`src/rtl/burst_reader.sv`:
```
// burst_reader: streams a word burst from a 1-cycle-latency RAM into a small credit-limited output FIFO.
// Define BURST_READER_HALF_SWAP_EN to swap the 16-bit halves of every output word.
module burst_reader #(
  parameter int ADDR_WIDTH = 9,
  parameter int DATA_WIDTH = 32,
  parameter int FIFO_DEPTH = 4
) (
  input  logic                  clock,
  input  logic                  reset_n,
  input  logic                  io_start,
  input  logic [ADDR_WIDTH-1:0] io_base,
  input  logic [ADDR_WIDTH:0]   io_len,
  output logic                  io_busy,
  output logic                  io_done,
  output logic [ADDR_WIDTH-1:0] io_ram_addr,
  input  logic [DATA_WIDTH-1:0] io_ram_dout,
  output logic                  io_out_valid,
  input  logic                  io_out_ready,
  output logic [DATA_WIDTH-1:0] io_out_data
);
  localparam int PW = $clog2(FIFO_DEPTH);
  typedef enum logic [1:0] {IDLE, BURST, DRAIN} stateT;
  stateT state;
  logic [ADDR_WIDTH:0] remaining;
  logic inFlight;
  logic [PW-1:0] rdPtr, wrPtr;
  logic [PW:0] count;
  logic [DATA_WIDTH-1:0] mem [FIFO_DEPTH];
  logic [DATA_WIDTH-1:0] word;
  logic issue, pop;
  // in-flight reads reserve a slot so the FIFO can never overflow
  assign issue = state == BURST && count + (PW+1)'(inFlight) < (PW+1)'(FIFO_DEPTH);
  assign pop = io_out_valid && io_out_ready;
  assign io_out_valid = count != '0;
  assign word = mem[rdPtr];
`ifdef BURST_READER_HALF_SWAP_EN
  assign io_out_data = {word[DATA_WIDTH/2-1:0], word[DATA_WIDTH-1:DATA_WIDTH/2]};
`else
  assign io_out_data = word;
`endif
  always_ff @(posedge clock)
    if (inFlight) mem[wrPtr] <= io_ram_dout;
  always_ff @(posedge clock or negedge reset_n)
    if (!reset_n) begin
      state <= IDLE;
      io_busy <= 1'b0;
      io_done <= 1'b0;
      io_ram_addr <= '0;
      remaining <= '0;
      inFlight <= 1'b0;
      rdPtr <= '0;
      wrPtr <= '0;
      count <= '0;
    end else begin
      io_done <= 1'b0;
      inFlight <= issue;
      if (inFlight) wrPtr <= wrPtr + PW'(1);
      if (pop) rdPtr <= rdPtr + PW'(1);
      count <= count + (PW+1)'(inFlight) - (PW+1)'(pop);
      if (issue) begin
        io_ram_addr <= io_ram_addr + ADDR_WIDTH'(1);
        remaining <= remaining - (ADDR_WIDTH+1)'(1);
      end
      case (state)
        IDLE:
          if (io_start && io_len == '0) io_done <= 1'b1;
          else if (io_start) begin
            io_ram_addr <= io_base;
            remaining <= io_len;
            io_busy <= 1'b1;
            state <= BURST;
          end
        BURST:
          if (issue && remaining == (ADDR_WIDTH+1)'(1)) state <= DRAIN;
        DRAIN:
          if (pop && !inFlight && count == (PW+1)'(1)) begin
            io_busy <= 1'b0;
            io_done <= 1'b1;
            state <= IDLE;
          end
        default: state <= IDLE;
      endcase
    end
endmodule
```
`config.mk`:
```
export PLATFORM = sky130hd
export DESIGN_NAME = burst_reader
export DESIGN_NICKNAME = d
export VERILOG_FILES = /design/src/rtl/burst_reader.sv
export SDC_FILE = /design/constraint.sdc
export NUM_CORES = 1
export LEC_CHECK = 0
export BUFFER_PORTS_ARGS = -buffer_cell sky130_fd_sc_hd__buf_2
export CAP_MARGIN = 25
export CELL_PAD_IN_SITES_DETAIL_PLACEMENT = 1
export CELL_PAD_IN_SITES_GLOBAL_PLACEMENT = 1
export CORE_ASPECT_RATIO = 0.7
export CORE_UTILIZATION = 25
export CTS_BUF_LIST = sky130_fd_sc_hd__clkbuf_16
export DETAILED_ROUTE_END_ITERATION = 7
export GPL_ROUTABILITY_DRIVEN = 0
export GPL_TIMING_DRIVEN = 0
export PLACE_DENSITY = 0.48
export SYNTH_ARGS = -nofsm -noshare
export SYNTH_HDL_FRONTEND = slang
export SYNTH_SLANG_ARGS = --single-unit
```
`constraint.sdc`:
```
create_clock -name clock -period 4.23 [get_ports clock]
set_input_delay 0.846 -clock clock [delete_from_list [all_inputs] [get_ports clock]]
set_output_delay 0.846 -clock clock [all_outputs]
set_load 0.05 [all_outputs]
```
Word level (Yosys, flattened, before mapping). Memories as Yosys holds them, arrays and structs flattened. Cells that the tools add are included.

Bits in registers: 31. Memory bits (writable): 128. Bits of input ports: 55. Output and inout port bits: 44. Memories kept: 1.

Add/sub/neg operators: 6. $lt $le $gt $ge: 1. Equality and inequality tests: 8. Mux-type cells: 22. Reductions and logical operators: 13.

Memory list: mem (words 4, width 32, read ports 1, clocked after Yosys merged registers in 0, wr ports 1, line 28) `logic [DATA_WIDTH-1:0] mem [FIFO_DEPTH];`.

Operators with widths (count): 10-bit two-way mux (4); 9-bit two-way mux (4); 10-bit by 1-bit equality test with 1-bit output, second input constant (1); 10-bit logical NOT (1); 10-bit by 1-bit subtractor with 10-bit output, second input constant (1); 9-bit by 1-bit adder with 9-bit output, second input constant (1); 2-bit two-way mux (4); 4-bit AND reduction (2); 1-bit two-way mux (7); 1-bit logical AND (6); 2-bit != test, second input constant (3); 2-bit case mux with 3 select lines (1); 2-bit by 1-bit adder with 2-bit output, second input constant (2); 1-bit case mux with 2 select lines (2); 3-bit by 1-bit adder with 3-bit output (1); 3-bit by 1-bit equality test with 1-bit output, second input constant (1); 3-bit < comparator, second input constant (1); 3-bit nonzero test (1); 3-bit by 1-bit subtractor with 3-bit output (1); 2-bit by 1-bit equality test with 1-bit output, second input constant (1); 2-bit equality test, second input constant (1); 2-bit logical NOT (1); 2-bit by 1-bit != test with 1-bit output, second input constant (1); 2-bit nonzero test (1); 1-bit logical NOT (1).

Logic depth before layout (Yosys ltp). Gate-level depths: netlist (run 1).

Word-level depth: 7. Mapped depth: 7.

Worst setup path before layout (run 1). No wires, ideal clock.

Path type: flip-flop to output port. From: register rdPtr[0]. To: output port io_out_data[23]. Data arrival time: 1853 ps. Data required time: 3384 ps. Slack: 1531 ps. Stages on the path, launching flop included: 4. Path through: dfrtp_1 -> clkbuf_1 -> buf_1 -> mux4_2.

Longest elaborated chain between the ends: 1.

Ends and longest elaborated chain: start: declaration (line 26) `logic [PW-1:0] rdPtr, wrPtr;`; start signal: assignment (line 58) `if (pop) rdPtr <= rdPtr + PW'(1);`; memory read 4 x 32 bit; end: declaration (line 19) `output logic [DATA_WIDTH-1:0] io_out_data`.

Every way passes these cells.

Worst setup path after layout (run 1).
From: register rdPtr[0]. To: output port io_out_data[27].

Same word-level chain as after synthesis.

==> results.md, run 1 <==
* 1630 µm² — area of the multi-input gates
* sky130_fd_sc_hd__edfxtp_1, sky130_fd_sc_hd__buf_2, sky130_fd_sc_hd__mux4_2 — top library cells by usage in the layout, fill and taps aside
* 0.492 ns — worst hold margin
* no — unrepaired setup endpoints after global routing
* 4620 µm² — total area of sequential cells
* output pin — type of element capturing the critical path
* 18.1 µm² — Avg Synthesized Cell Area
* 0.00682 ns — Setup Skew
* 350 — Post-Synthesis Cells
* 0.831 — Tcrit/Tclk final
* 10 — highest fanout seen on the critical path
* 99 — io pins
* 0.42 ns — source-to-sink clock delay at the later pin of the worst-skew pair
* completed — run status
* 3.38 ns — required time at the endpoint of the critical path
* 24700 µm² — core box area
* reg2out — worst setup path category
* 48 — Site Rows
* 0.119 — GRT Overall Usage
* 0.729 — sequential share of the synthesized area
* 0 ns — summed negative setup slack over all endpoints
* 0 — number of hold violations in the final report
* flop — Worst setup SP type
* 0.07 ns — clock-pin slew on the worst setup and hold paths
* 6340 µm² — Mapped Area
* 0 — YS warnings
* sky130_fd_sc_hd__edfxtp_1 — most common cell after layout, fill and taps aside
* 0 — max-slew violations
* 4 — drt pass-1 iters
* in2async — worst hold-check path type
* 159 — clock sinks
* 159 — post-synthesis sequential element count
* 98 — count of input and output buffers
* 3825 — via count of the first global-routing pass
* 18.0 µm — routed wire length per instance
* 2 — number of buffers between clock root and the deepest sink
* 24.9% — growth of design area from synthesis to finish
* 0 — # resized after CTS
* 0.256 — starting density of the core
* 0.810 ns — worst slew pin tran
* 17 — CTS Buf Count
* 0.460 — Max-slew headroom
* 135 µm — Die Height
* 26000 µm² — die area
* 0.413 mV — worst supply voltage drop on vdd
* 537 — Layout Nets
* 2598 — FILL cells
* 833 nW/µm² — power density over the cells
* 0 — total DRC errors in the routed layout
* 416 — Post-Synthesis Net Count
* 0 — Congestion Overflow GR
* 0.284 GHz — highest attainable clock frequency
* 2.80 nW — Leak
* 0 — hold buffer count at cts
* 0 — final count of negative-setup-slack endpoints
* 0.368 — ratio of cells with drive above 1 in the final layout
* 3506 — routed vias
* 32 — largest net degree at the start of global routing
* 2.67 ns — worst endpoint data arrival time
* 178 — iteration-0 DRC count of the detailed router
* 0 — antenna diode count
* 0 — remaining antenna violation count
* 3.52 ns — fin crit period
* 10.1 mm — post-detailed-placement half-perimeter wirelength
* 0 — maxcap violations
* 192 µm — horizontal extent of the die
* 0 — post-CTS setup buffer count
* 4 — H-tree levels
* sky130_fd_sc_hd__clkbuf_16 — root buffer cell
* 38 — Netlist cell types
* 4.33 — number of vias per cell after detailed routing
* yes — TritonCTS clock tree
* 6.59 mW — Tot Pwr
* 14.6 mm — overall routed net length
* 22.6 mm — global-route wire length before repair
* 1 — number of antenna violations at the first check in global routing
## cell type report
class | instances | share of cell area
Sequential cell | 159 | 0.584
Multi-Input combinational cell | 167 | 0.206
Timing Repair Buffer | 102 | 0.0721
Clock buffer | 17 | 0.0537
Tap cell | 325 | 0.0514
Clock inverter | 15 | 0.0217
Buffer | 14 | 0.00711
Inverter | 10 | 0.00474
## state kept, by name, indices dropped and copies added (netlist names)
register     count
state            2
inFlight         1
io_done          1
io_busy          1
count            3
rdPtr            2
remaining       10
mem            128
wrPtr            2
io_ram_addr      9
## worst max-delay path: stages, from the launching register on
cell and delay, ns:
sky130_fd_sc_hd__dfrtp_1 0.32, sky130_fd_sc_hd__clkbuf_1 0.42, sky130_fd_sc_hd__buf_1 0.67, sky130_fd_sc_hd__mux4_2 0.61, sky130_fd_sc_hd__buf_2 0.23
## power breakdown
group	leakage, nW	internal [mW]	total [mW]	switching [mW]
Combinational	0.975	0.834	2.69	1.86
Clock	0.285	0.887	1.54	0.655
Sequential	1.54	2.16	2.36	0.196
Total	2.80	3.88	6.59	2.71
## logic make-up (layout without fill, tap and decap cells)
logic type               after synthesis  after routing  synth area share
flip-flops                           159            159             0.729
adder cells (fa/ha/maj)               11             11            0.0217
multiplexers                          33             33             0.115
XOR/XNOR                              20             20            0.0276
AO/OA/AOI/OAI                         29             29            0.0259
AND/OR/NAND/NOR                       74             74            0.0657
buffers and inverters                 24            158            0.0148
## through the flow
| stage | util | std cells | worst slack (ns) | area (µm²) |
|---|---|---|---|---|
| finish | 0.320 | 809 | 0.713 | 7920 |
| global placement | 0.292 | 773 | 1.06 | 7230 |
| floorplan | - | 350 | 1.53 | 6340 |
| detailed placement | 0.296 | 777 | 1.01 | 7320 |
| CTS | 0.320 | 809 | 0.548 | 7920 |
| global route | 0.320 | 809 | 0.408 | 7920 |
## cell usage after synthesis
| cell type | number | area share |
|---|---|---|
| sky130_fd_sc_hd__and4_1 | 1 | 0.0014 |
| sky130_fd_sc_hd__nor2_1 | 3 | 0.0018 |
| sky130_fd_sc_hd__a21o_1 | 1 | 0.0012 |
| sky130_fd_sc_hd__nand2b_1 | 1 | 0.00099 |
| sky130_fd_sc_hd__or3b_2 | 1 | 0.0014 |
| sky130_fd_sc_hd__and4b_1 | 1 | 0.0016 |
| sky130_fd_sc_hd__or3_2 | 1 | 0.0012 |
| sky130_fd_sc_hd__a21oi_1 | 2 | 0.0016 |
| sky130_fd_sc_hd__nor2b_1 | 4 | 0.0039 |
| sky130_fd_sc_hd__nand2_1 | 26 | 0.015 |
| sky130_fd_sc_hd__and2_1 | 5 | 0.0049 |
| sky130_fd_sc_hd__or4_4 | 2 | 0.0036 |
| sky130_fd_sc_hd__a31oi_1 | 3 | 0.0030 |
| sky130_fd_sc_hd__nor3_1 | 5 | 0.0039 |
| sky130_fd_sc_hd__mux2i_1 | 1 | 0.0016 |
| sky130_fd_sc_hd__or4b_2 | 1 | 0.0016 |
| sky130_fd_sc_hd__buf_2 | 3 | 0.0024 |
| sky130_fd_sc_hd__dfrtp_1 | 31 | 0.12 |
| sky130_fd_sc_hd__clkbuf_1 | 10 | 0.0059 |
| sky130_fd_sc_hd__or4b_1 | 1 | 0.0016 |
| sky130_fd_sc_hd__o31ai_1 | 4 | 0.0047 |
| sky130_fd_sc_hd__o211ai_1 | 1 | 0.0012 |
| sky130_fd_sc_hd__mux4_2 | 32 | 0.11 |
| sky130_fd_sc_hd__xnor2_1 | 14 | 0.019 |
| sky130_fd_sc_hd__xor2_1 | 6 | 0.0083 |
| sky130_fd_sc_hd__or3_1 | 2 | 0.0020 |
| sky130_fd_sc_hd__inv_1 | 10 | 0.0059 |
| sky130_fd_sc_hd__and3_1 | 1 | 0.00099 |
| sky130_fd_sc_hd__nor4b_1 | 1 | 0.0014 |
| sky130_fd_sc_hd__nor4_1 | 6 | 0.0059 |
| sky130_fd_sc_hd__or4_1 | 3 | 0.0036 |
| sky130_fd_sc_hd__nand3_1 | 4 | 0.0032 |
| sky130_fd_sc_hd__ha_1 | 11 | 0.022 |
| sky130_fd_sc_hd__nand3b_1 | 3 | 0.0036 |
| sky130_fd_sc_hd__nand4_1 | 2 | 0.0020 |
| sky130_fd_sc_hd__buf_1 | 1 | 0.00059 |
| sky130_fd_sc_hd__o21ai_0 | 18 | 0.014 |
| sky130_fd_sc_hd__edfxtp_1 | 128 | 0.61 |
## path summary, 6_finish.rpt
| kind | start | endpoint | slack (ns) | depth (start not counted) |
|---|---|---|---|---|
| max reg2reg | inFlight | remaining[5] | 1.62 | 7 |
| max in group asynchronous | reset_n | state[1] | 3.24 | 1 |
| max | rdPtr[0] | io_out_data[27] | 0.71 | 4 |
| min in group clock | io_busy | io_busy | 0.49 | 1 |
| min reg2reg | io_busy | io_busy | 0.49 | 1 |
| min | reset_n | io_ram_addr[5] | 0.49 | 1 |
## metal layers
metal	track usage	vias up	part of all wire
met1	0.160	1822	0.49
met3	0.0300	10	0.033
met4	0.0420	0	0.013
met5	0	-	0
li1	-	1623	-
met2	0.187	51	0.47
No activity file was read; power rests on OpenSTA's default activity.
==> run 2: changes to the inputs <==
==> constraint.sdc (replaced) <==
create_clock -name clock -period 3.25 [get_ports clock]
set_input_delay 0.65 -clock clock [delete_from_list [all_inputs] [get_ports clock]]
set_output_delay 0.65 -clock clock [all_outputs]
set_load 0.05 [all_outputs]
==> results.md, run 2 (synthesis gave the netlist of run 1 again) <==
* 2.60 ns — required time at the endpoint of the critical path, -0.78 ns
* 0.59 ns — slowest cell delay on critical path, -0.08 ns
* flop — Worst setup SP type
* 0 — final count of negative-setup-slack endpoints, unchanged
* 26000 µm² — die area, unchanged
* 2.31 ns — worst endpoint data arrival time, -0.36 ns
* 0.338 GHz — highest attainable clock frequency
* 17 — CTS Buf Count, unchanged
* 128 — flip-flop count of the largest register, all copies and words added, unchanged
* in2async — worst hold-check path type
* 0.911 — Tcrit/Tclk final
* 0 — max-slew violations, unchanged
* 4 — H-tree levels, unchanged
* 98 — count of input and output buffers, unchanged
* 7320 µm² — cell area reported after detailed placement, unchanged
* 0.00672 ns — Setup Skew, -0.000102 ns
* 4 — drt pass-1 iters, unchanged
* reg2out — worst setup path category
* sky130_fd_sc_hd__clkbuf_16 — root buffer cell
* 1 — number of antenna violations at the first check in global routing, unchanged
* 0 — total DRC errors in the routed layout, unchanged
* 0 — number of hold violations in the final report, unchanged
* 0 — hold buffer count at cts, unchanged
* 14.5 mm — overall routed net length, about the same
* 169 — iteration-0 DRC count of the detailed router, -5.1%
* sky130_fd_sc_hd__edfxtp_1, sky130_fd_sc_hd__buf_2, sky130_fd_sc_hd__mux4_2 — top library cells by usage in the layout, fill and taps aside
* output pin — type of element capturing the critical path
* 48 — Site Rows, unchanged
* 0 — Congestion Overflow GR, unchanged
* 0 ns — summed negative setup slack over all endpoints, unchanged
* 536 — Layout Nets, -0.19%
* 0.371 — ratio of cells with drive above 1 in the final layout, +0.00283
* 2 — number of buffers between clock root and the deepest sink, unchanged
* 0.474 — Max-slew headroom, +0.0141
* 0.320 — Post-Route Utilization, about the same
* 0 — maxcap violations, unchanged
* 25.0% — growth of design area from synthesis to finish, about the same
* 0.256 — starting density of the core, unchanged
* sky130_fd_sc_hd__edfxtp_1 — most common cell after layout, fill and taps aside
* 22.6 mm — global-route wire length before repair, unchanged
* 24700 µm² — core box area, unchanged
* 4.33 — number of vias per cell after detailed routing, about the same
* 0 — antenna diode count, unchanged
* clkdlybuf4s18_2 -> mux4_2 -> buf_2 — critical path, cell by cell
* no — unrepaired setup endpoints after global routing
* 192 µm — horizontal extent of the die, unchanged
* 10 — highest fanout seen on the critical path, unchanged
* 2.80 nW — Leak, about the same
* completed — run status
* 0.42 ns — source-to-sink clock delay at the later pin of the worst-skew pair, about the same
* 159 — clock sinks, unchanged
* 10.1 mm — post-detailed-placement half-perimeter wirelength, unchanged
* 135 µm — Die Height, unchanged
* 2 — Buf/Inv on CP, -1
* 0 — remaining antenna violation count, unchanged
* 0.786 ns — worst slew pin tran, -0.0248 ns
* mem — top register by number of flip-flops
* 3825 — via count of the first global-routing pass, unchanged
* buffers and inverters — gate family responsible for the most delay along the worst path
* 99 — io pins, unchanged
* yes — TritonCTS clock tree
* 1080 nW/µm² — power density over the cells, +30%
* 18.0 µm — routed wire length per instance, +0.10%
* 32 — largest net degree at the start of global routing, unchanged
* sky130_fd_sc_hd__dfrtp_1 — library cell contributing the largest single delay on the critical path
* mem (128), remaining (10), io_ram_addr (9) — Largest regs
* 0.07 ns — clock-pin slew on the worst setup and hold paths, about the same
* 0.539 mV — worst supply voltage drop on vdd, +30%
* 7920 µm² — design area, about the same
* 0.119 — GRT Overall Usage, unchanged
* 3501 — routed vias, -0.14%
* 2.96 ns — fin crit period
* 0 — post-CTS setup buffer count, unchanged
run 2: power by group:
part	leakage, nW	internal (mW)	switching, mW
clock	0.285	1.15	0.854
combinational	0.978	1.09	2.40
sequential	1.54	2.81	0.277
total	2.80	5.05	3.53
run 2: per-layer routing:
metal / track usage / wire length, µm / vias to the layer above
li1: - / - / 1621
met1: 0.160 / 7090 / 1816
met2: 0.187 / 6790 / 54
met3: 0.0300 / 490 / 10
met4: 0.0420 / 178 / 0
met5: 0 / 0 / -
run 2: path summary, 6_finish.rpt:
check	start	to	slack [ns]	cells past startpoint
max in group asynchronous	reset_n	state[1]	2.45	1
setup reg to reg	inFlight	remaining[5]	0.64	7
setup / recovery	rdPtr[0]	io_out_data[27]	0.29	3
hold / removal	reset_n	io_ram_addr[5]	0.30	1
min in group clock	io_base[2]	io_ram_addr[2]	0.43	3
hold reg to reg	io_busy	io_busy	0.49	1
run 2: repair_timing:
action                                  4_1_cts  5_1_grt
pin swaps                                     0        0
gates resized for setup                       3        0
endpoints found under the setup margin        8       28
run 2: per-stage QoR:
stage                     total power [mW]  setup WS [ns]  hold slack, ns  std cells
after global placement                6.58          0.277           0.469        773
after CTS                             8.76        0.00620           0.314        809
final                                 8.58          0.291           0.296        808
after detailed placement              6.72          0.230           0.491        777
after global routing                  9.05         0.0963           0.355        808
after floorplan                       5.67          0.747           0.354        350
run 2: final cells by class:
cell class	instances	area, µm²
Clock inverter	15	171
Multi-Input combinational cell	167	1630
Timing Repair Buffer	102	571
Sequential cell	159	4620
Buffer	13	58.8
Inverter	10	37.5
Clock buffer	17	425
Tap cell	325	407
Fill cell	2600	16800
==> run 3: changes to the inputs <==
--- a/config.mk
+++ b/config.mk
@@ -6,16 +6,17 @@
 export NUM_CORES = 1
 export LEC_CHECK = 0
 export BUFFER_PORTS_ARGS = -buffer_cell sky130_fd_sc_hd__buf_2
-export CAP_MARGIN = 25
 export CELL_PAD_IN_SITES_DETAIL_PLACEMENT = 1
 export CELL_PAD_IN_SITES_GLOBAL_PLACEMENT = 1
 export CORE_ASPECT_RATIO = 0.7
+export CORE_MARGIN = 5
 export CORE_UTILIZATION = 25
 export CTS_BUF_LIST = sky130_fd_sc_hd__clkbuf_16
 export DETAILED_ROUTE_END_ITERATION = 7
 export GPL_ROUTABILITY_DRIVEN = 0
 export GPL_TIMING_DRIVEN = 0
 export PLACE_DENSITY = 0.48
+export REMOVE_ABC_BUFFERS = 1
 export SYNTH_ARGS = -nofsm -noshare
 export SYNTH_HDL_FRONTEND = slang
 export SYNTH_SLANG_ARGS = --single-unit
==> results.md, run 3 (synthesis gave the netlist of run 1 again) <==
* 0.393 — Gate power share, -0.013
* 525 — Layout Nets, -2.1%
* reg2out — worst setup path category
* 0.368 — sequential fraction of design power, +0.008
* 1090 nW/µm² — power density over the cells, +0.64%
* 200 µm — horizontal extent of the die, +4.2%
* 4 — H-tree levels, unchanged
* 0 — total DRC errors in the routed layout, unchanged
* io_ram_addr[4] — capturing point of the worst reg2reg path
* 14.8 mm — overall routed net length, +2.0%
* 4.35 — number of vias per cell after detailed routing, +0.31%
* 159 — clock sinks, unchanged
* 0.78 ns — slowest cell delay on critical path, +0.19 ns
* 0.347 mV — worst supply voltage drop on vdd, -36%
* 25.3% — growth of design area from synthesis to finish
* yes — TritonCTS clock tree
* 0 — hold buffer count at cts, unchanged
* 0 — max-slew violations, unchanged
* 0.239 — clock power share, +0.005
* 17 — CTS Buf Count, unchanged
* 3957 — via count of the first global-routing pass, +3.5%
* output pin — type of element capturing the critical path
* 0.612 ns — Setup Slack @ Placement, +0.383 ns
* 0.310 ns — Setup WS post-layout, +0.0191 ns
* 0.255 — starting density of the core, -0.000620
* 18.6 µm — routed wire length per instance, +3.4%
* 0.42 ns — source-to-sink clock delay at the later pin of the worst-skew pair, about the same
* 2.29 ns — worst endpoint data arrival time, -0.02 ns
* 0.340 GHz — highest attainable clock frequency, +0.65%
* 6 — Register-to-Register Path Depth, -1
* inFlight — reg-to-reg startpoint
* 0.407 — switching part of the total power, -0.00466
* 0.381 — ratio of cells with drive above 1 in the final layout, +0.0108
* sky130_fd_sc_hd__dfrtp_2 — library cell contributing the largest single delay on the critical path
* 2.79 nW — Leak, -0.39%
* 0 — final count of negative-setup-slack endpoints, unchanged
* 0.109 — GRT Overall Usage, -0.0105
* completed — run status
* 23.4 mm — global-route wire length before repair, +3.7%
* 128 — flip-flop count of the largest register, all copies and words added, unchanged
* 0 — number of hold violations in the final report, unchanged
* 7940 µm² — design area, +0.24%
* 24800 µm² — core box area, +0.24%
* 98 — count of input and output buffers, unchanged
* 2.60 ns — required time at the endpoint of the critical path, about the same
* 0.65 ns — flop-to-flop setup slack, about the same
* mem — top register by number of flip-flops
* 28700 µm² — die area, +10%
* in2async — worst hold-check path type
* flop — Worst setup SP type
* 8.66 mW — Tot Pwr, +0.88%
* 99 — io pins, unchanged
* 37 — largest net degree at the start of global routing, +16%
* sky130_fd_sc_hd__edfxtp_1 — most common cell after layout, fill and taps aside
* 18 — highest fanout seen on the critical path, +8
* 0.07 ns — clock-pin slew on the worst setup and hold paths, about the same
* 0 — post-CTS setup buffer count, unchanged
* sky130_fd_sc_hd__clkbuf_16 — root buffer cell
* 7330 µm² — cell area reported after detailed placement, +0.12%
* buf_12 -> mux4_2 -> buf_2 — critical path, cell by cell
* 0.0111 ns — Setup Skew, +0.00438 ns
* 0 — remaining antenna violation count, unchanged
* 2.94 ns — fin crit period, -0.0191 ns
* 0 — Congestion Overflow GR, unchanged
* 9.81 mm — post-detailed-placement half-perimeter wirelength, -3.1%
* 4 — drt pass-1 iters, unchanged
* 2 — number of buffers between clock root and the deepest sink, unchanged
* 1.25 ns — worst slew pin tran, +0.460 ns
* 0.905 — Tcrit/Tclk final, -0.00589
* 48 — Site Rows, unchanged
* 0 — antenna diode count, unchanged
* 143 µm — Die Height, +5.9%
* mem (128), remaining (10), io_ram_addr (9) — Largest regs
* 3464 — routed vias, -1.1%
* 0.167 — Max-slew headroom, -0.307
* sky130_fd_sc_hd__edfxtp_1, sky130_fd_sc_hd__buf_2, sky130_fd_sc_hd__mux4_2 — top library cells by usage in the layout, fill and taps aside
* 0 — maxcap violations, unchanged
* 132 — iteration-0 DRC count of the detailed router, -22%
* 0 — # resized after CTS, -3
* 3.52 mW — power dissipated by switching net loads, -0.27%
* 5.14 mW — Power Internal, +1.7%
* 0 — number of antenna violations at the first check in global routing, -1
* no — unrepaired setup endpoints after global routing
run 3: changes by cell type in the layout (fill, tap and decap cells not counted):
cell and change:
sky130_fd_sc_hd__clkdlybuf4s18_2 -1, sky130_fd_sc_hd__bufinv_16 +1, sky130_fd_sc_hd__dfrtp_2 +2, sky130_fd_sc_hd__a31oi_1 -1, sky130_fd_sc_hd__clkinv_4 -2, sky130_fd_sc_hd__buf_12 +1
sky130_fd_sc_hd__clkinvlp_4 +3, sky130_fd_sc_hd__inv_8 -2, sky130_fd_sc_hd__buf_16 +1, sky130_fd_sc_hd__dfrtp_1 -2, sky130_fd_sc_hd__buf_2 -3, sky130_fd_sc_hd__a31oi_4 +1
sky130_fd_sc_hd__clkbuf_1 -9
run 3: worst max-delay path by stage:
stage | depth (start not counted) | start | endpoint
floorplan | 1 | rdPtr[0] | io_out_data[0]
finish | 3 | rdPtr[0] | io_out_data[26]
detailed placement | 6 | inFlight | remaining[5]
CTS | 3 | rdPtr[0] | io_out_data[26]
global placement | 2 | rdPtr[0] | io_out_data[26]
global route | 3 | rdPtr[0] | io_out_data[26]
run 3: area by class of cell:
cell class                 instances  area, µm²
fill                            2582      16900
sequential                       159       4620
multi-input combinational        167       1640
timing repair buffer             104        618
clock buffer                      17        425
tap                              325        407
clock inverter                    15        184
inverter                          10       37.5
run 3: power by group through the flow:
stage	Sequential, mW	Combinational [mW]	Clock, mW
after floorplan	3.39	2.25	0
after global placement	3.37	3.22	0
after detailed placement	3.25	3.50	0
after CTS	3.21	3.51	2.14
after global routing	3.27	3.67	2.24
final	3.19	3.40	2.07
run 3: worst max-delay path, delay by kind of cell, from the launching register on:
kind / cells / cell delay [ns]
buf+inv: 2 / 0.52
flops: 1 / 0.78
mux: 1 / 0.56
run 3: per-stage QoR:
step	setup TNS [ns]	utilization	cells	hold WS (ns)
after floorplan	0	-	336	0.354
after global placement	-22.84	0.289	759	0.479
after detailed placement	0	0.295	765	0.488
after CTS	0	0.320	797	0.303
after global routing	0	0.320	797	0.342
final	0	0.320	797	0.299
run 3: metal layers:
metal / wire length (µm) / vias up / track usage / share of wire
met5: 0 / - / 0 / 0
met4: 185 / 0 / 0.0423 / 0.012
met3: 495 / 15 / 0.0325 / 0.033
met2: 7170 / 57 / 0.177 / 0.48
met1: 6990 / 1803 / 0.139 / 0.47
li1: - / 1589 / - / -
